<file path="config.mk">
export PLATFORM = sky130hd
export DESIGN_NAME = o_serdes_tx_flat
export DESIGN_NICKNAME = d
export VERILOG_FILES = /design/src/rtl/o_serdes_tx_if.sv /design/src/rtl/o_serdes_tx.sv /design/src/flat_wrapper.sv
export SDC_FILE = /design/constraint.sdc
export NUM_CORES = 1
export LEC_CHECK = 0
export BUFFER_PORTS_ARGS = -buffer_cell sky130_fd_sc_hd__buf_2
export CAP_MARGIN = 30
export CORE_MARGIN = 2
export CORE_UTILIZATION = 46
export CTS_CLUSTER_SIZE = 14
export DETAILED_ROUTE_END_ITERATION = 7
export GPL_ROUTABILITY_DRIVEN = 0
export PLACE_DENSITY = 0.66
export SLEW_MARGIN = 0
export SYNTH_ARGS = -nofsm -noshare
export SYNTH_HDL_FRONTEND = slang
export SYNTH_SLANG_ARGS = --single-unit
</file>
<file path="constraint.sdc">
create_clock -name clk_in -period 4.2 [get_ports clk_in]
set_input_delay 0.63 -clock clk_in [delete_from_list [all_inputs] [get_ports clk_in]]
set_output_delay 0.63 -clock clk_in [all_outputs]
set_load 0.02 [all_outputs]
</file>
<file path="src/rtl/o_serdes_tx_if.sv">
// Parallel-side handshake and serial-side outputs of the output serializer.
// The master side (fabric) drives the word, its valid strobe and the enable.
// The slave side (serializer) returns ready, the serial bit and status flags.
interface o_serdes_tx_if #(
  parameter int WIDTH = 4
);
  logic             en;
  logic [WIDTH-1:0] d;
  logic             data_valid;
  logic             load_ready;
  logic             q;
  logic             word_start;
  logic             underrun;

  modport master (
    output en, d, data_valid,
    input  load_ready, q, word_start, underrun
  );

  modport slave (
    input  en, d, data_valid,
    output load_ready, q, word_start, underrun
  );
endinterface

</file>
<file path="src/rtl/o_serdes_tx.sv">
// Output serializer: accepts one parallel word into a single-entry holding
// buffer and shifts words out one bit per bit clock on a registered output.
// Words stream back-to-back while the buffer is refilled in time; otherwise
// the line returns to IDLE_BIT and a one-cycle underrun pulse is raised.
module o_serdes_tx #(
  parameter int   WIDTH     = 4,
  parameter int   MSB_FIRST = 1,
  parameter logic IDLE_BIT  = 1'b0
) (
  input  logic       clk_in,
  input  logic       tx_rst,
  o_serdes_tx_if.slave bus
);

  if (WIDTH < 3 || WIDTH > 10) begin : g_bad_width
    $error("%m: illegal WIDTH=%0d, legal range is 3 to 10", WIDTH);
  end

  if (MSB_FIRST != 0 && MSB_FIRST != 1) begin : g_bad_order
    $error("%m: illegal MSB_FIRST=%0d, must be 0 or 1", MSB_FIRST);
  end

  localparam logic [3:0] LAST = 4'(WIDTH - 1);

  typedef enum logic {IDLE, SHIFT} state_t;

  state_t           state, state_n;
  logic [3:0]       cnt, cnt_n;
  logic [WIDTH-1:0] shift_reg, shift_n, shifted;
  logic [WIDTH-1:0] buffer, buffer_n;
  logic             full, full_n;
  logic             paused, paused_n;
  logic             q_r, q_n;
  logic             ws_r, ws_n;
  logic             ur_r, ur_n;
  logic             lr_r;
  logic             accept;

  // The bit currently on the line always sits at the outgoing end of
  // shift_reg, so a paused word can re-drive it without any indexing.
  function automatic logic first_bit(input logic [WIDTH-1:0] w);
    return (MSB_FIRST != 0) ? w[WIDTH-1] : w[0];
  endfunction

  assign shifted = (MSB_FIRST != 0) ? (shift_reg << 1) : (shift_reg >> 1);
  assign accept  = bus.data_valid && lr_r;

  // Next-state logic: handshake capture, pause/resume and the shift FSM.
  always_comb begin
    state_n  = state;
    cnt_n    = cnt;
    shift_n  = shift_reg;
    buffer_n = buffer;
    full_n   = full;
    paused_n = paused;
    q_n      = q_r;
    ws_n     = 1'b0;
    ur_n     = 1'b0;

    if (accept) begin
      buffer_n = bus.d;
      full_n   = 1'b1;
    end

    if (!bus.en) begin
      q_n      = IDLE_BIT;
      paused_n = 1'b1;
    end else if (paused && state == SHIFT) begin
      q_n      = first_bit(shift_reg);
      ws_n     = (cnt == 4'd0);
      paused_n = 1'b0;
    end else begin
      paused_n = 1'b0;
      unique case (state)
        IDLE: begin
          if (full) begin
            state_n = SHIFT;
            shift_n = buffer;
            full_n  = 1'b0;
            q_n     = first_bit(buffer);
            ws_n    = 1'b1;
            cnt_n   = 4'd0;
          end else begin
            q_n = IDLE_BIT;
          end
        end
        SHIFT: begin
          if (cnt < LAST) begin
            shift_n = shifted;
            q_n     = first_bit(shifted);
            cnt_n   = cnt + 4'd1;
          end else if (full) begin
            shift_n = buffer;
            full_n  = 1'b0;
            q_n     = first_bit(buffer);
            ws_n    = 1'b1;
            cnt_n   = 4'd0;
          end else begin
            state_n = IDLE;
            q_n     = IDLE_BIT;
            ur_n    = 1'b1;
          end
        end
        default: begin
          state_n = IDLE;
          q_n     = IDLE_BIT;
        end
      endcase
    end
  end

  // State register; reset discards the word in flight and any buffered word.
  always_ff @(posedge clk_in) begin
    if (tx_rst) begin
      state     <= IDLE;
      cnt       <= 4'd0;
      shift_reg <= '0;
      buffer    <= '0;
      full      <= 1'b0;
      paused    <= 1'b0;
      q_r       <= IDLE_BIT;
      ws_r      <= 1'b0;
      ur_r      <= 1'b0;
      lr_r      <= 1'b0;
    end else begin
      state     <= state_n;
      cnt       <= cnt_n;
      shift_reg <= shift_n;
      buffer    <= buffer_n;
      full      <= full_n;
      paused    <= paused_n;
      q_r       <= q_n;
      ws_r      <= ws_n;
      ur_r      <= ur_n;
      lr_r      <= !full_n;
    end
  end

  assign bus.q          = q_r;
  assign bus.word_start = ws_r;
  assign bus.underrun   = ur_r;
  assign bus.load_ready = lr_r;

endmodule
</file>
<file path="src/flat_wrapper.sv">
// flat-port wrapper written by rule: the top's interface ports become plain ports
module o_serdes_tx_flat 
#(
  parameter int   WIDTH     = 4,
  parameter int   MSB_FIRST = 1,
  parameter logic IDLE_BIT  = 1'b0
)
  (clk_in, tx_rst, bus_en, bus_d, bus_data_valid, bus_load_ready, bus_q, bus_word_start, bus_underrun);
  o_serdes_tx_if #(.WIDTH(WIDTH)) bus_i ();
  input  logic clk_in;
  input  logic tx_rst;
  input wire logic [$bits(bus_i.en)-1:0] bus_en;
  input wire logic [$bits(bus_i.d)-1:0] bus_d;
  input wire logic [$bits(bus_i.data_valid)-1:0] bus_data_valid;
  output wire logic [$bits(bus_i.load_ready)-1:0] bus_load_ready;
  output wire logic [$bits(bus_i.q)-1:0] bus_q;
  output wire logic [$bits(bus_i.word_start)-1:0] bus_word_start;
  output wire logic [$bits(bus_i.underrun)-1:0] bus_underrun;
  assign bus_i.en = bus_en;
  assign bus_i.d = bus_d;
  assign bus_i.data_valid = bus_data_valid;
  assign bus_load_ready = bus_i.load_ready;
  assign bus_q = bus_i.q;
  assign bus_word_start = bus_i.word_start;
  assign bus_underrun = bus_i.underrun;
  o_serdes_tx #(.WIDTH(WIDTH), .MSB_FIRST(MSB_FIRST), .IDLE_BIT(IDLE_BIT)) u_core (.clk_in(clk_in), .tx_rst(tx_rst), .bus(bus_i));
endmodule
</file>
==> flow_results.xml <==
<?xml version="1.0" encoding="UTF-8"?>
<metrics>
  <group name="synth">
    <metric name="syn_avg_cell_area" unit="µm²">9.19</metric>
    <metric name="synthesized_instance_count" unit="">92</metric>
    <metric name="netlist.top_cell.by_area" unit="">dfxtp_1</metric>
    <metric name="synth.distinct_cells" unit="">29</metric>
    <metric name="synth.top_cells.by_area" unit="">dfxtp_1, a21oi_1, nand3_1, nand2_1, mux2i_1</metric>
    <metric name="synth_enable_flop_cells" unit="">0</metric>
    <metric name="ys.flop_type" unit="">dfxtp_1</metric>
    <metric name="synth.most_common_cell" unit="">dfxtp_1</metric>
    <metric name="synthArstFlopShare" unit="%">0</metric>
    <metric name="synth.yosys.seq_area_share" unit="%">45.0</metric>
    <metric name="postSynthNetCount" unit="">102</metric>
    <metric name="synth_commonest_cells" unit="">dfxtp_1, nand2_1, a21oi_1, inv_1, nand3_1</metric>
    <metric name="yosysWarnings" unit="">0</metric>
    <metric name="synth_top_cell_area_share" unit="%">45.0</metric>
    <metric name="postSynthRegisterBits" unit="">19</metric>
    <metric name="netlist_area" unit="µm²">846</metric>
  </group>
  <group name="power_and_ir_drop">
    <metric name="static-leakage-power" unit="µW">0.000373</metric>
    <metric name="vdd.ir_drop.worst" unit="mV">0.185</metric>
    <metric name="cellPowerDensity" unit="nW/µm²">345</metric>
    <metric name="fin_total_pwr" unit="µW">325</metric>
  </group>
  <group name="min_path">
    <metric name="worstHoldPathCells" unit="">2</metric>
    <metric name="holdCritPathClass" unit="">register to register</metric>
    <metric name="min_to" unit="">u_core.buffer[0]$_SDFFE_PP0P_</metric>
    <metric name="worst_hold_startpoint" unit="">u_core.buffer[0]$_SDFFE_PP0P_</metric>
  </group>
  <group name="critical_path">
    <metric name="path_buf_inv" unit="">0</metric>
    <metric name="critical_path_required" unit="ps">4410</metric>
    <metric name="worst_path_largest_cell_delay" unit="ps">670</metric>
    <metric name="reg2reg_depth" unit="">4</metric>
    <metric name="worstPathArrival" unit="ps">2000</metric>
    <metric name="worst_path_dominant_cell_family" unit="">simple AND/OR/NAND/NOR gates</metric>
    <metric name="r2r-end" unit="">u_core.shift_reg[3]$_SDFFE_PP0P_</metric>
    <metric name="cpMaxStageDelayCell" unit="">or4b_1</metric>
    <metric name="crit_chain" unit="">ha_1 &gt; or4b_1 &gt; mux2i_1 &gt; a221oi_1</metric>
    <metric name="critPathMaxFanout" unit="">6</metric>
    <metric name="setup.worst_path.class" unit="">register to register</metric>
    <metric name="setup.reg_to_reg.worst_slack" unit="ps">2410</metric>
    <metric name="startpoint_class" unit="">register</metric>
    <metric name="worstReg2RegStart" unit="">u_core.cnt[0]$_SDFFE_PP0P_</metric>
    <metric name="setup.worst_path.end_class" unit="">register</metric>
  </group>
  <group name="sta">
    <metric name="final.setup_skew" unit="ps">0.622</metric>
    <metric name="setup-tns-final" unit="ps">0</metric>
    <metric name="timing.fmax" unit="GHz">0.558</metric>
    <metric name="transition_time_at_the_pin_with_the_least_slew_margin" unit="ps">463</metric>
    <metric name="post-route-period-util" unit="%">42.7</metric>
    <metric name="rsz0062_at_grt" unit="">no</metric>
    <metric name="timing_hold_violations_final" unit="">0</metric>
    <metric name="final-setup-viol-count" unit="">0</metric>
    <metric name="finalWorstPathRequiredPeriod" unit="ps">1790</metric>
    <metric name="layout_setup_ws" unit="ps">2410</metric>
    <metric name="drv_slew" unit="">0</metric>
    <metric name="max-slew-margin-rel" unit="%">69.1</metric>
  </group>
  <group name="placed_design">
    <metric name="detailedPlace.worstSlack" unit="ps">2420</metric>
    <metric name="io_buffers" unit="">11</metric>
    <metric name="hpwl" unit="mm">1.11</metric>
  </group>
  <group name="routing">
    <metric name="vias" unit="">685</metric>
    <metric name="drt-wirelength-per-cell" unit="µm">12.1</metric>
    <metric name="first_pass_iters" unit="">4</metric>
    <metric name="drc" unit="">0</metric>
    <metric name="postRouteAntennaNets" unit="">0</metric>
    <metric name="number_of_drc_violations_after_detailed_routing_iteration_0" unit="">11</metric>
    <metric name="finalWirelength" unit="mm">1.55</metric>
    <metric name="average_vias_per_placed_instance" unit="">5.35</metric>
  </group>
  <group name="clock_network">
    <metric name="post_cts_resize_count" unit="">0</metric>
    <metric name="clock_tree.buffer_depth" unit="">2</metric>
    <metric name="h-tree-depth" unit="">1</metric>
    <metric name="cts_buffers" unit="">3</metric>
    <metric name="ctsRootBufferMaster" unit="">clkbuf_4</metric>
    <metric name="number_of_clock_sinks_seen_by_cts" unit="">19</metric>
    <metric name="cts_hold_repair.buffers" unit="">0</metric>
    <metric name="insertion_delay" unit="ps">290</metric>
    <metric name="postCtsSetupBuffers" unit="">0</metric>
    <metric name="clkSlewWorstSetupHoldPaths" unit="ps">100</metric>
    <metric name="cts_tree" unit="">done</metric>
  </group>
  <group name="layout">
    <metric name="antennaDiodeCount" unit="">0</metric>
    <metric name="syn_to_final_growth" unit="%">11.5</metric>
    <metric name="fillers" unit="">166</metric>
    <metric name="share_of_layout_cells_above_drive_strength_1" unit="%">16.5</metric>
    <metric name="nets" unit="">114</metric>
    <metric name="fin_util" unit="%">54.6</metric>
  </group>
  <group name="grt">
    <metric name="grt-busiest-layer" unit="">met2</metric>
    <metric name="grt-ovfl-total" unit="">0</metric>
    <metric name="first_global_vias" unit="">585</metric>
    <metric name="global_route.usage.total" unit="%">16.4</metric>
    <metric name="grt_start_max_net_pins" unit="">21</metric>
    <metric name="grtUsageMet1" unit="%">22.4</metric>
    <metric name="grt_antenna_before_repair" unit="">0</metric>
    <metric name="grtUsageMet2" unit="%">24.4</metric>
    <metric name="use_met3" unit="%">2.31</metric>
    <metric name="grt_pass1_wl" unit="mm">2.53</metric>
  </group>
  <group name="floorplan">
    <metric name="fp.coreArea" unit="µm²">1730</metric>
    <metric name="die_height" unit="µm">46.9</metric>
    <metric name="start_util" unit="%">49.0</metric>
    <metric name="chip_width" unit="µm">46.9</metric>
    <metric name="design.portCount" unit="">12</metric>
    <metric name="floorplan.die_area" unit="µm²">2200</metric>
    <metric name="placementRows" unit="">15</metric>
  </group>
  <group name="outcome">
    <metric name="outcome" unit="">finished, final reports clean</metric>
  </group>
  <group name="flow_run">
    <metric name="timing.max_cap.violations" unit="">0</metric>
  </group>
</metrics>
worst reg2reg max path, stage by stage (launching register included):
cell and delay [ps]:
dfxtp_1 340, ha_1 240, or4b_1 670, mux2i_1 190, a221oi_1 270
cell usage in the layout (no fill, tap or decap):
| cell type | n |
|---|---|
| dfxtp_1 | 19 |
| buf_2 | 11 |
| nand2_1 | 9 |
| inv_1 | 7 |
| nand3_1 | 7 |
| a21oi_1 | 7 |
| nor2_1 | 4 |
| nand2b_1 | 3 |
| mux2i_1 | 3 |
| o21ai_0 | 3 |
| a221oi_1 | 3 |
| o31ai_1 | 3 |
| clkbuf_4 | 3 |
| and2_1 | 2 |
| o21a_1 | 2 |
| ha_1 | 2 |
| a21boi_0 | 1 |
| or4b_1 | 1 |
| nor4b_4 | 1 |
| nor3_1 | 1 |
| nand3b_1 | 1 |
| o32ai_1 | 1 |
| nand4b_1 | 1 |
| a31oi_4 | 1 |
| and4b_1 | 1 |
| nor2b_1 | 1 |
| nor4bb_1 | 1 |
| a31oi_1 | 1 |
| and2b_1 | 1 |
| clkbuf_1 | 1 |
| buf_4 | 1 |
final cells by class:
| type | instances | area (µm²) | area share (%) |
|---|---|---|---|
| clock buffer | 4 | 26.3 | 2.79 |
| inverter | 7 | 26.3 | 2.79 |
| multi-input combinational | 61 | 417 | 44.2 |
| sequential | 19 | 380 | 40.3 |
| tap | 25 | 31.3 | 3.32 |
| timing repair buffer | 12 | 62.6 | 6.63 |
power breakdown:
part           leakage, µW  internal (µW)  switching (µW)  total (µW)
clock            0.0000150           36.9            53.5        90.4
combinational     0.000204           17.4            20.9        38.3
sequential        0.000155            188            8.78         197
worst max path at each step:
stage | start | endpoint | slack, ps | cells past startpoint
floorplan | u_core.cnt[0]$_SDFFE_PP0P_ | u_core.shift_reg[3]$_SDFFE_PP0P_ | 2580 | 5
global placement | u_core.cnt[0]$_SDFFE_PP0P_ | u_core.shift_reg[3]$_SDFFE_PP0P_ | 2470 | 4
detailed placement | u_core.cnt[0]$_SDFFE_PP0P_ | u_core.shift_reg[3]$_SDFFE_PP0P_ | 2420 | 4
CTS | u_core.cnt[0]$_SDFFE_PP0P_ | u_core.shift_reg[3]$_SDFFE_PP0P_ | 2400 | 4
global route | u_core.cnt[0]$_SDFFE_PP0P_ | u_core.shift_reg[3]$_SDFFE_PP0P_ | 2310 | 4
finish | u_core.cnt[0]$_SDFFE_PP0P_ | u_core.shift_reg[3]$_SDFFE_PP0P_ | 2410 | 4
layer usage:
metal,up-vias,routed length [µm]
li1,351,-
met2,10,733
met3,2,54
met1,322,746
met5,-,0
met4,0,15
per-stage QoR:
step / hold slack [ps] / std cells / cell area, µm²
final: 463 / 128 / 943
after global placement: 442 / 124 / 917
after global routing: 490 / 128 / 943
after floorplan: 431 / 92 / 846
after detailed placement: 447 / 124 / 917
after CTS: 464 / 128 / 943
cells by family after synthesis:
group	synth area share [%]
AND/OR/NAND/NOR	24.1
AO/OA/AOI/OAI	18.6
flip-flops	45.0
buffers and inverters	5.77
multiplexers	3.55
adder cells (fa/ha/maj)	2.96
(Power assumes the default switching activity.)
